[config.mk]
export PLATFORM = sky130hd
export DESIGN_NAME = bcd_serial_adder
export DESIGN_NICKNAME = d
export VERILOG_FILES = /design/src/rtl/bcd_serial_adder.sv
export SDC_FILE = /design/constraint.sdc
export NUM_CORES = 1
export LEC_CHECK = 0
export BUFFER_PORTS_ARGS = -buffer_cell sky130_fd_sc_hd__buf_2
export CAP_MARGIN = 5
export CORE_MARGIN = 2
export CORE_UTILIZATION = 50
export DETAILED_ROUTE_END_ITERATION = 12
export PLACE_DENSITY = 0.72
export SYNTH_ARGS = -nofsm -noshare
export SYNTH_HDL_FRONTEND = slang
export SYNTH_SLANG_ARGS = --single-unit
export TNS_END_PERCENT = 10
[constraint.sdc]
create_clock -name CLK -period 8.4 [get_ports CLK]
set_input_delay 0.42 -clock CLK [delete_from_list [all_inputs] [get_ports CLK]]
set_output_delay 0.42 -clock CLK [all_outputs]
set_load 0.01 [all_outputs]
[src/rtl/bcd_serial_adder.sv]
// ============================================================================
// bcd_serial_adder
//
// Multi-digit packed-BCD adder/subtractor that resolves one decimal digit per
// clock, least-significant digit first. A single digit slice (binary add plus
// decimal correction) is reused DIGITS times, trading latency for area.
//
// Parameters
//   DIGITS  number of packed BCD digits per operand (1..16)
//
// Ports
//   CLK    in   clock, rising edge
//   RST_N  in   asynchronous active-low reset
//   START  in   begin an operation (only taken while BUSY=0)
//   A, B   in   packed BCD operands, digit 0 in bits [3:0]
//   CIN    in   carry-in (add) / borrow-in (subtract)
//   SUB    in   1 selects A-B-CIN (only when BCD_SUB_EN is defined)
//   BUSY   out  operation in progress
//   DONE   out  one-cycle pulse, result valid from this cycle on
//   SUM    out  packed BCD result, held until the next completion
//   COUT   out  decimal carry-out (add) / borrow-out (subtract)
//   ERR    out  a latched operand digit was greater than 9
//
// Build option
//   BCD_SUB_EN  when defined, SUB enables ten's-complement subtraction.
//               When undefined, SUB is accepted but ignored (add-only) and no
//               complement logic exists. Port list is the same in both builds.
// ============================================================================
module bcd_serial_adder #(
    parameter int DIGITS = 4
) (
    input  logic                CLK,
    input  logic                RST_N,
    input  logic                START,
    input  logic [4*DIGITS-1:0] A,
    input  logic [4*DIGITS-1:0] B,
    input  logic                CIN,
    input  logic                SUB,
    output logic                BUSY,
    output logic                DONE,
    output logic [4*DIGITS-1:0] SUM,
    output logic                COUT,
    output logic                ERR
);

    localparam int W  = 4 * DIGITS;
    localparam int CW = $clog2(DIGITS + 1);

    // Handshake: START is a request, BUSY=0 is the ready. A request is taken
    // on any rising edge where START=1 and BUSY=0 (IDLE or FIN). While BUSY=1
    // START and all operand inputs are ignored. DONE pulses for exactly one
    // cycle when SUM/COUT/ERR update; they then hold until the next DONE.

    typedef enum logic [1:0] {
        S_IDLE = 2'd0,
        S_CALC = 2'd1,
        S_FIN  = 2'd2
    } state_t;

    state_t state_q;
    state_t state_d;

    logic [W-1:0]  a_q;
    logic [W-1:0]  b_q;
    logic [W-1:0]  work_q;
    logic [W-1:0]  work_d;
    logic [CW-1:0] cnt_q;
    logic          carry_q;
    logic          err_pend_q;

    logic          accept;
    logic          last_digit;
    logic [CW+1:0] bit_base;
    logic [3:0]    a_dig;
    logic [3:0]    b_dig;
    logic [3:0]    b_eff;
    logic [4:0]    t_sum;
    logic [3:0]    dig_res;
    logic          carry_n;
    logic          carry_init;
    logic          cout_n;

`ifdef BCD_SUB_EN
    logic sub_q;
`else
    // SUB stays on the port list in the add-only build but drives nothing.
    logic unused_sub;
    assign unused_sub = SUB;
`endif

    function automatic logic has_bad_digit(input logic [W-1:0] v);
        logic bad;
        bad = 1'b0;
        for (int i = 0; i < DIGITS; i++) begin
            if (v[4*i +: 4] > 4'd9) begin
                bad = 1'b1;
            end
        end
        return bad;
    endfunction

    assign accept     = START && (state_q != S_CALC);
    assign last_digit = (cnt_q == CW'(DIGITS - 1));

    // ------------------------------------------------------------------------
    // FSM: state register
    // ------------------------------------------------------------------------
    always_ff @(posedge CLK or negedge RST_N) begin
        if (!RST_N) begin
            state_q <= S_IDLE;
        end else begin
            state_q <= state_d;
        end
    end

    // ------------------------------------------------------------------------
    // FSM: next-state logic
    // ------------------------------------------------------------------------
    always_comb begin
        state_d = state_q;
        case (state_q)
            S_IDLE: begin
                if (START) begin
                    state_d = S_CALC;
                end
            end
            S_CALC: begin
                if (last_digit) begin
                    state_d = S_FIN;
                end
            end
            S_FIN: begin
                state_d = START ? S_CALC : S_IDLE;
            end
            default: begin
                state_d = S_IDLE;
            end
        endcase
    end

    // ------------------------------------------------------------------------
    // FSM: outputs
    // ------------------------------------------------------------------------
    always_comb begin
        BUSY = 1'b0;
        DONE = 1'b0;
        case (state_q)
            S_CALC:  BUSY = 1'b1;
            S_FIN:   DONE = 1'b1;
            default: begin
                BUSY = 1'b0;
                DONE = 1'b0;
            end
        endcase
    end

    // ------------------------------------------------------------------------
    // Digit slice: one decimal digit of A + B' + carry with decimal correction
    // ------------------------------------------------------------------------
    always_comb begin
        bit_base = {cnt_q, 2'b00};
        a_dig    = a_q[bit_base +: 4];
        b_dig    = b_q[bit_base +: 4];
`ifdef BCD_SUB_EN
        // 9's complement of the subtrahend digit; wraps mod 16 for bad digits.
        b_eff    = sub_q ? (4'd9 - b_dig) : b_dig;
`else
        b_eff    = b_dig;
`endif
        t_sum    = {1'b0, a_dig} + {1'b0, b_eff} + {4'b0000, carry_q};
        if (t_sum > 5'd9) begin
            // Adding 6 skips the six unused codes; only the low nibble is kept.
            dig_res = t_sum[3:0] + 4'd6;
            carry_n = 1'b1;
        end else begin
            dig_res = t_sum[3:0];
            carry_n = 1'b0;
        end
        work_d               = work_q;
        work_d[bit_base +: 4] = dig_res;
`ifdef BCD_SUB_EN
        // In ten's-complement subtraction a final carry means "no borrow".
        carry_init = SUB ? ~CIN : CIN;
        cout_n     = sub_q ? ~carry_n : carry_n;
`else
        carry_init = CIN;
        cout_n     = carry_n;
`endif
    end

    // ------------------------------------------------------------------------
    // Datapath registers
    // ------------------------------------------------------------------------
    always_ff @(posedge CLK or negedge RST_N) begin
        if (!RST_N) begin
            a_q        <= '0;
            b_q        <= '0;
            work_q     <= '0;
            cnt_q      <= '0;
            carry_q    <= 1'b0;
            err_pend_q <= 1'b0;
            SUM        <= '0;
            COUT       <= 1'b0;
            ERR        <= 1'b0;
`ifdef BCD_SUB_EN
            sub_q      <= 1'b0;
`endif
        end else if (accept) begin
            a_q        <= A;
            b_q        <= B;
            work_q     <= '0;
            cnt_q      <= '0;
            carry_q    <= carry_init;
            err_pend_q <= has_bad_digit(A) | has_bad_digit(B);
`ifdef BCD_SUB_EN
            sub_q      <= SUB;
`endif
        end else if (state_q == S_CALC) begin
            work_q  <= work_d;
            carry_q <= carry_n;
            cnt_q   <= cnt_q + CW'(1);
            // The last digit is folded in directly so SUM only ever sees a
            // complete result, on the same edge that enters FIN.
            if (last_digit) begin
                SUM  <= work_d;
                COUT <= cout_n;
                ERR  <= err_pend_q;
            end
        end
    end

endmodule

==> results of run 1 <==
-- sequential cells by signal, summed over array words and instances, names as in the netlist --
name / flops
work_q: 16
cnt_q: 3
err_pend_q: 1
state_q: 2
ERR: 1
b_q: 16
COUT: 1
SUM: 16
carry_q: 1
a_q: 16
-- worst max-delay path by stage --
stage	end	cells after the start	start	slack (ps)
6_report	SUM[6]	11	cnt_q[0]	3860
5_1_grt	SUM[6]	11	cnt_q[0]	3520
4_1_cts	SUM[6]	11	cnt_q[0]	3850
3_5_place_dp	SUM[6]	11	cnt_q[0]	3890
3_3_place_gp	SUM[10]	11	cnt_q[0]	3980
2_1_floorplan	SUM[10]	12	cnt_q[0]	4410
-- layout by cell type, fill, tap and decap left out, types with 2 or more instances in the layout --
cell	netlist	final
mux4_2	8	8
nand2_1	121	121
clkbuf_8	0	12
o21ai_0	24	24
ha_1	11	11
and2_1	10	10
a221oi_1	3	3
nor4b_1	2	2
a22o_1	12	12
bufinv_16	0	3
dfrtp_1	73	73
xnor2_1	3	3
mux2i_1	4	4
inv_1	8	8
buf_4	0	2
nor2b_1	2	2
nand4_1	2	2
mux2_2	2	2
nand3_1	4	4
o21ai_1	5	5
buf_2	1	55
a21oi_1	16	16
and3_1	13	13
nor2_1	10	9
a31oi_1	3	3
fa_1	2	2
-- through the flow --
step	setup slack [ps]	instance area, sq um
6_report	3860	4150
5_1_grt	3520	4150
4_1_cts	3850	4150
3_5_place_dp	3890	3880
3_3_place_gp	3980	3880
2_1_floorplan	4410	3530
-- layer usage --
| metal | part of all wire | vias up |
|---|---|---|
| met1 | 0.46 | 1307 |
| met3 | 0.035 | 13 |
| met5 | 0 | - |
| li1 | - | 1350 |
| met2 | 0.49 | 57 |
| met4 | 0.016 | 0 |
-- worst min-delay path, delay by kind of cell --
family | cells | cell delay, ps
simple gates | 2 | 90
buf+inv | 1 | 70
-- logic make-up (layout without fill, tap and decap cells) --
logic type / count (synthesis) / after routing / share of synthesized area
DFF: 73 / 73 / 0.517
muxes: 14 / 14 / 0.0687
buffers and inverters: 24 / 81 / 0.0259
AOI/OAI and AO/OA: 69 / 69 / 0.124
adders and majority gates: 13 / 13 / 0.0503
xor gates and xnor gates: 3 / 3 / 0.00744
and+or+nand+nor: 168 / 168 / 0.207
-- Yosys cell counts (4+ instances only) --
| cell type | n |
|---|---|
| o21ai_0 | 24 |
| dfrtp_1 | 73 |
| and2_1 | 10 |
| clkbuf_1 | 12 |
| nor2_1 | 10 |
| ha_1 | 11 |
| a21oi_1 | 16 |
| nand3_1 | 4 |
| nand2_1 | 121 |
| inv_1 | 8 |
| o21ai_1 | 5 |
| and3_1 | 13 |
| a22o_1 | 12 |
| mux4_2 | 8 |
| mux2i_1 | 4 |
-- layout make-up --
class | instances | share of cell area
clock inverters | 4 | 0.0235
flip-flops and latches | 73 | 0.441
repair buffers | 57 | 0.0700
multi-input cells | 267 | 0.390
clock buffers | 12 | 0.0398
well taps | 96 | 0.0290
inverters | 8 | 0.00724
==> flow_metrics.env, run 1 <==
export IMPL_status="finished, final reports clean"
export IMPL_path_buf_inv=0
export IMPL_seq_area_frac_synth=0.517
export IMPL_port_buffers=55
export IMPL_grt_util_met1=0.287
export IMPL_dp_cells=501
export IMPL_hold_path_class="in2reg"
export IMPL_grt_pass1_vias=2757
export IMPL_worstPathCellList="mux4_2 > and2_1 > fa_1 > fa_1 > xnor2_1 > ha_1 > nor2b_1 > a31o_1 > o31ai_4 > mux2_2 > o21ai_0"
export IMPL_ys_warn_count=0
export IMPL_area_growth_pct=17.4
export IMPL_rsz0062_at_grt="no"
export IMPL_skew_ps=8.88
export IMPL_critPathArrivalTime_ps=4800
export IMPL_seq_area_sq_um=1830
export IMPL_crit_path_frequent_cell="fa_1"
export IMPL_vias=2727
export IMPL_endpoint_kind="flip-flop"
export IMPL_hp_start="A[12]"
export IMPL_gr_total_overflow=0
export IMPL_routedWlPerCell_um=14.6
export IMPL_fin_nets=466
export IMPL_cts_clk_slew_worst_paths_ps=80
export IMPL_grt_usage=0.219
export IMPL_netlist_top_cell_by_area="dfrtp_1"
export IMPL_drv_slew=0
export IMPL_final_setup_tns_ps=0
export IMPL_gp_congestion=0.789
export IMPL_cts_hold_buf=0
export IMPL_grt_pass1_wl_um=12900
export IMPL_critPathTopFamily="adder cells"
export IMPL_post_cts_setup_buffer_count=0
export IMPL_wirelength_um=7550
export IMPL_antennaDiodeCount=0
export IMPL_drive_gt1_frac=0.207
export IMPL_synth_top_cell_area_share=0.517
export IMPL_multiInputGateArea_sq_um=1620
export IMPL_vias_per_cell=5.27
export IMPL_crit_required_ps=8660
export IMPL_initial_core_util=0.517
export IMPL_drc=0
export IMPL_fmax_ghz=0.220
export IMPL_dr_pass1_iters=4
export IMPL_die_w_um=88.1
export IMPL_fin_cells=517
export IMPL_antenna_found_initial=0
export IMPL_avgSynthCellArea_sq_um=9.70
export IMPL_cts_sinks=73
export IMPL_insertion_delay_ps=350
export IMPL_numCtsBuffers=9
export IMPL_holdWs_ps=260
export IMPL_synthFlopType="dfrtp_1"
export IMPL_crit_slowest_cell="dfrtp_1"
export IMPL_ys_ff_latch=73
export IMPL_path_max_fanout=18
export IMPL_dieHeight_um=88.1
export IMPL_final_hold_viol_count=0
export IMPL_use_met2=0.366
export IMPL_synthTopCellsByArea="dfrtp_1 (52%), nand2_1 (13%), mux4_2 (5.1%)"
export IMPL_async_flop_share=1.00
export IMPL_cts_tree="built"
export IMPL_fp_dieArea_sq_um=7750
export IMPL_core_sq_um=6830
export IMPL_syn_num_nets=414
export IMPL_crit_type="reg2reg"
export IMPL_synth_distinct_cells=35
export IMPL_worst_pin_slew_ps=1040
export IMPL_ctsResizeCount=0
export IMPL_hold_end="a_q[12]"
export IMPL_fillers=625
export IMPL_grt_busiest_layer="met2"
export IMPL_rr_worst_depth=11
export IMPL_fin_crit_sh=0.540
export IMPL_io_pins=57
export IMPL_setup_violations=0
export IMPL_clockRootBuffer="clkbuf_8"
export IMPL_relSlewSlack=0.303
export IMPL_drt_iter0_markers=117
export IMPL_grtUsageMet3=0.0330
export IMPL_crit_reg2reg_launch="cnt_q[0]"
export IMPL_grt_max_degree=74
export IMPL_drv_cap=0
export IMPL_final_core_util=0.607
export IMPL_fin_crit_ps=4540
export IMPL_slowest_delay_ps=890
export IMPL_clock_path_buffers=2
export IMPL_cts_max_level=3
export IMPL_hpwl_um=5210
export IMPL_syn_inst=364
export IMPL_synth_edf_count=0
export IMPL_reg2reg_to="SUM[6]"
export IMPL_synth_area_sq_um=3530
export IMPL_min_delay_path_depth=3
export IMPL_ant_nets=0
export IMPL_reg2reg_slack_ps=3860
export IMPL_start_kind="flip-flop"
export IMPL_rows=30
Power of run 1 is left out: the tool's default activity adds up to more than one toggle a clock period on the data nets, which glitch-free logic cannot reach.
==> inputs of run 2 (changes only) <==
--- a/config.mk
+++ b/config.mk
@@ -10,7 +10,7 @@
 export CORE_MARGIN = 2
 export CORE_UTILIZATION = 50
 export DETAILED_ROUTE_END_ITERATION = 12
-export PLACE_DENSITY = 0.72
+export PLACE_DENSITY = 0.75
 export SYNTH_ARGS = -nofsm -noshare
 export SYNTH_HDL_FRONTEND = slang
 export SYNTH_SLANG_ARGS = --single-unit
==> constraint.sdc (replaced) <==
create_clock -name CLK -period 3.96 [get_ports CLK]
set_input_delay 0.198 -clock CLK [delete_from_list [all_inputs] [get_ports CLK]]
set_output_delay 0.198 -clock CLK [all_outputs]
set_load 0.01 [all_outputs]
==> run 2 against run 1 <==
Effect of this change: wire length grew 1.2%; non-clock buffer count grew 6; first-iteration DRC count grew 12%; largest cell class unchanged; hold slack lost 230 ps; clock skew shrank 2.7 ps; register-to-register slack lost 3700 ps.
==> flow_metrics.env, run 2 (synthesis gave the netlist of run 1 again) <==
export IMPL_status="finished, final reports clean"
export IMPL_fin_cells=520
export IMPL_wirelength_um=7640
export IMPL_dp_cells=507
export IMPL_initial_core_util=0.517
export IMPL_final_hold_viol_count=0
export IMPL_crit_type="reg2reg"
export IMPL_drt_iter0_markers=131
export IMPL_dieHeight_um=88.1
export IMPL_pre_cts_ws_ps=63.5
export IMPL_crit_required_ps=4230
export IMPL_hold_path_class="in2reg"
export IMPL_endpoint_kind="flip-flop"
export IMPL_vias=2751
export IMPL_area_growth_pct=15.5
export IMPL_setup_violations=0
export IMPL_dr_pass1_iters=4
export IMPL_drv_slew=0
export IMPL_core_sq_um=6830
export IMPL_grt_usage=0.218
export IMPL_gp_congestion=0.859
export IMPL_rows=30
export IMPL_numCtsBuffers=9
export IMPL_rr_worst_depth=11
export IMPL_cts_sinks=73
export IMPL_vias_per_cell=5.29
export IMPL_worstSetupEndpoint="SUM[6]"
export IMPL_final_setup_tns_ps=0
export IMPL_reg2reg_slack_ps=190
export IMPL_fin_crit_sh=0.951
export IMPL_relSlewSlack=0.305
export IMPL_crit_reg2reg_launch="cnt_q[0]"
export IMPL_clock_path_buffers=2
export IMPL_reg2reg_to="SUM[6]"
export IMPL_layout_commonest_cell="nand2_1"
export IMPL_die_w_um=88.1
export IMPL_routedWlPerCell_um=14.7
export IMPL_fin_crit_ps=3770
export IMPL_rsz0062_at_grt="yes"
export IMPL_fillers=630
export IMPL_crit_start="cnt_q[0]"
export IMPL_cts_tree="built"
export IMPL_fin_nets=472
export IMPL_fin_ws_ps=194
export IMPL_critPathArrivalTime_ps=4030
export IMPL_antennaDiodeCount=0
export IMPL_drc=0
export IMPL_grt_max_degree=50
export IMPL_cts_clk_slew_worst_paths_ps=70
export IMPL_worst_pin_slew_ps=1040
export IMPL_grt_pass1_vias=2668
export IMPL_cts_hold_buf=0
export IMPL_drive_gt1_frac=0.210
export IMPL_insertion_delay_ps=350
export IMPL_drv_cap=0
export IMPL_fmax_ghz=0.266
export IMPL_start_kind="flip-flop"
export IMPL_path_max_fanout=5
export IMPL_clockRootBuffer="clkbuf_8"
export IMPL_fp_dieArea_sq_um=7750
export IMPL_grt_pass1_wl_um=12700
export IMPL_cts_max_level=3
export IMPL_hpwl_um=5580
export IMPL_skew_ps=6.21
export IMPL_gr_total_overflow=0
export IMPL_port_buffers=55
export IMPL_final_cell_mix="nand2_1 (121), dfrtp_1 (72), buf_2 (55)"
export IMPL_antenna_found_initial=0
export IMPL_ant_nets=0
export IMPL_io_pins=57
## run 2: cell types whose count changed in the layout (fill, tap and decap cells not counted), sizes merged
cell,delta
clkinvlp,-1
clkinv,+1
buf,+6
bufinv,-3
## run 2: worst min-delay path by stage
stage,from,to,cells past startpoint
after global routing,B[0],b_q[0],3
after floorplan,RST_N,COUT,0
final,B[0],b_q[0],3
after CTS,B[0],b_q[0],3
after global placement,B[0],b_q[0],3
after detailed placement,B[0],b_q[0],3
## run 2: critical path, stage by stage, from the launching register on
cell,delay [ps]
dfrtp_2,420
mux4_2,500
and2_1,190
fa_1,440
fa_1,410
xnor2_1,200
ha_1,250
nor2b_1,130
a31o_1,240
o31ai_4,290
mux2_2,430
o21ai_0,180
## run 2: layout make-up
class	instances	area (sq um)	share of cell area
clock inverters	1	5.00	0.00123
flip-flops and latches	73	1830	0.448
clock buffers	12	145	0.0356
repair buffers	63	335	0.0822
inverters	8	30.0	0.00736
multi-input cells	267	1620	0.396
well taps	96	120	0.0294
## run 2: what timing repair did
action / 4_1_cts / 5_1_grt
buffers inserted: 0 / 0
gates resized for setup: 0 / 2
setup endpoints to repair: 0 / 15
## run 2: metal layers
metal	global-route usage	share of wire
met1	0.283	0.44
met2	0.353	0.50
met3	0.0509	0.050
met4	0.0909	0.016
met5	0	0
## run 2: stage by stage
stage / area, sq um / hold WS (ps) / util
floorplan: 3530 / -97.6 / -
CTS: 4080 / 18.4 / 0.597
global route: 4080 / 20.9 / 0.597
finish: 4080 / 32.4 / 0.597
detailed placement: 3930 / 391 / 0.575
global placement: 3930 / 393 / 0.575
Power of run 2 is left out for the same reason.
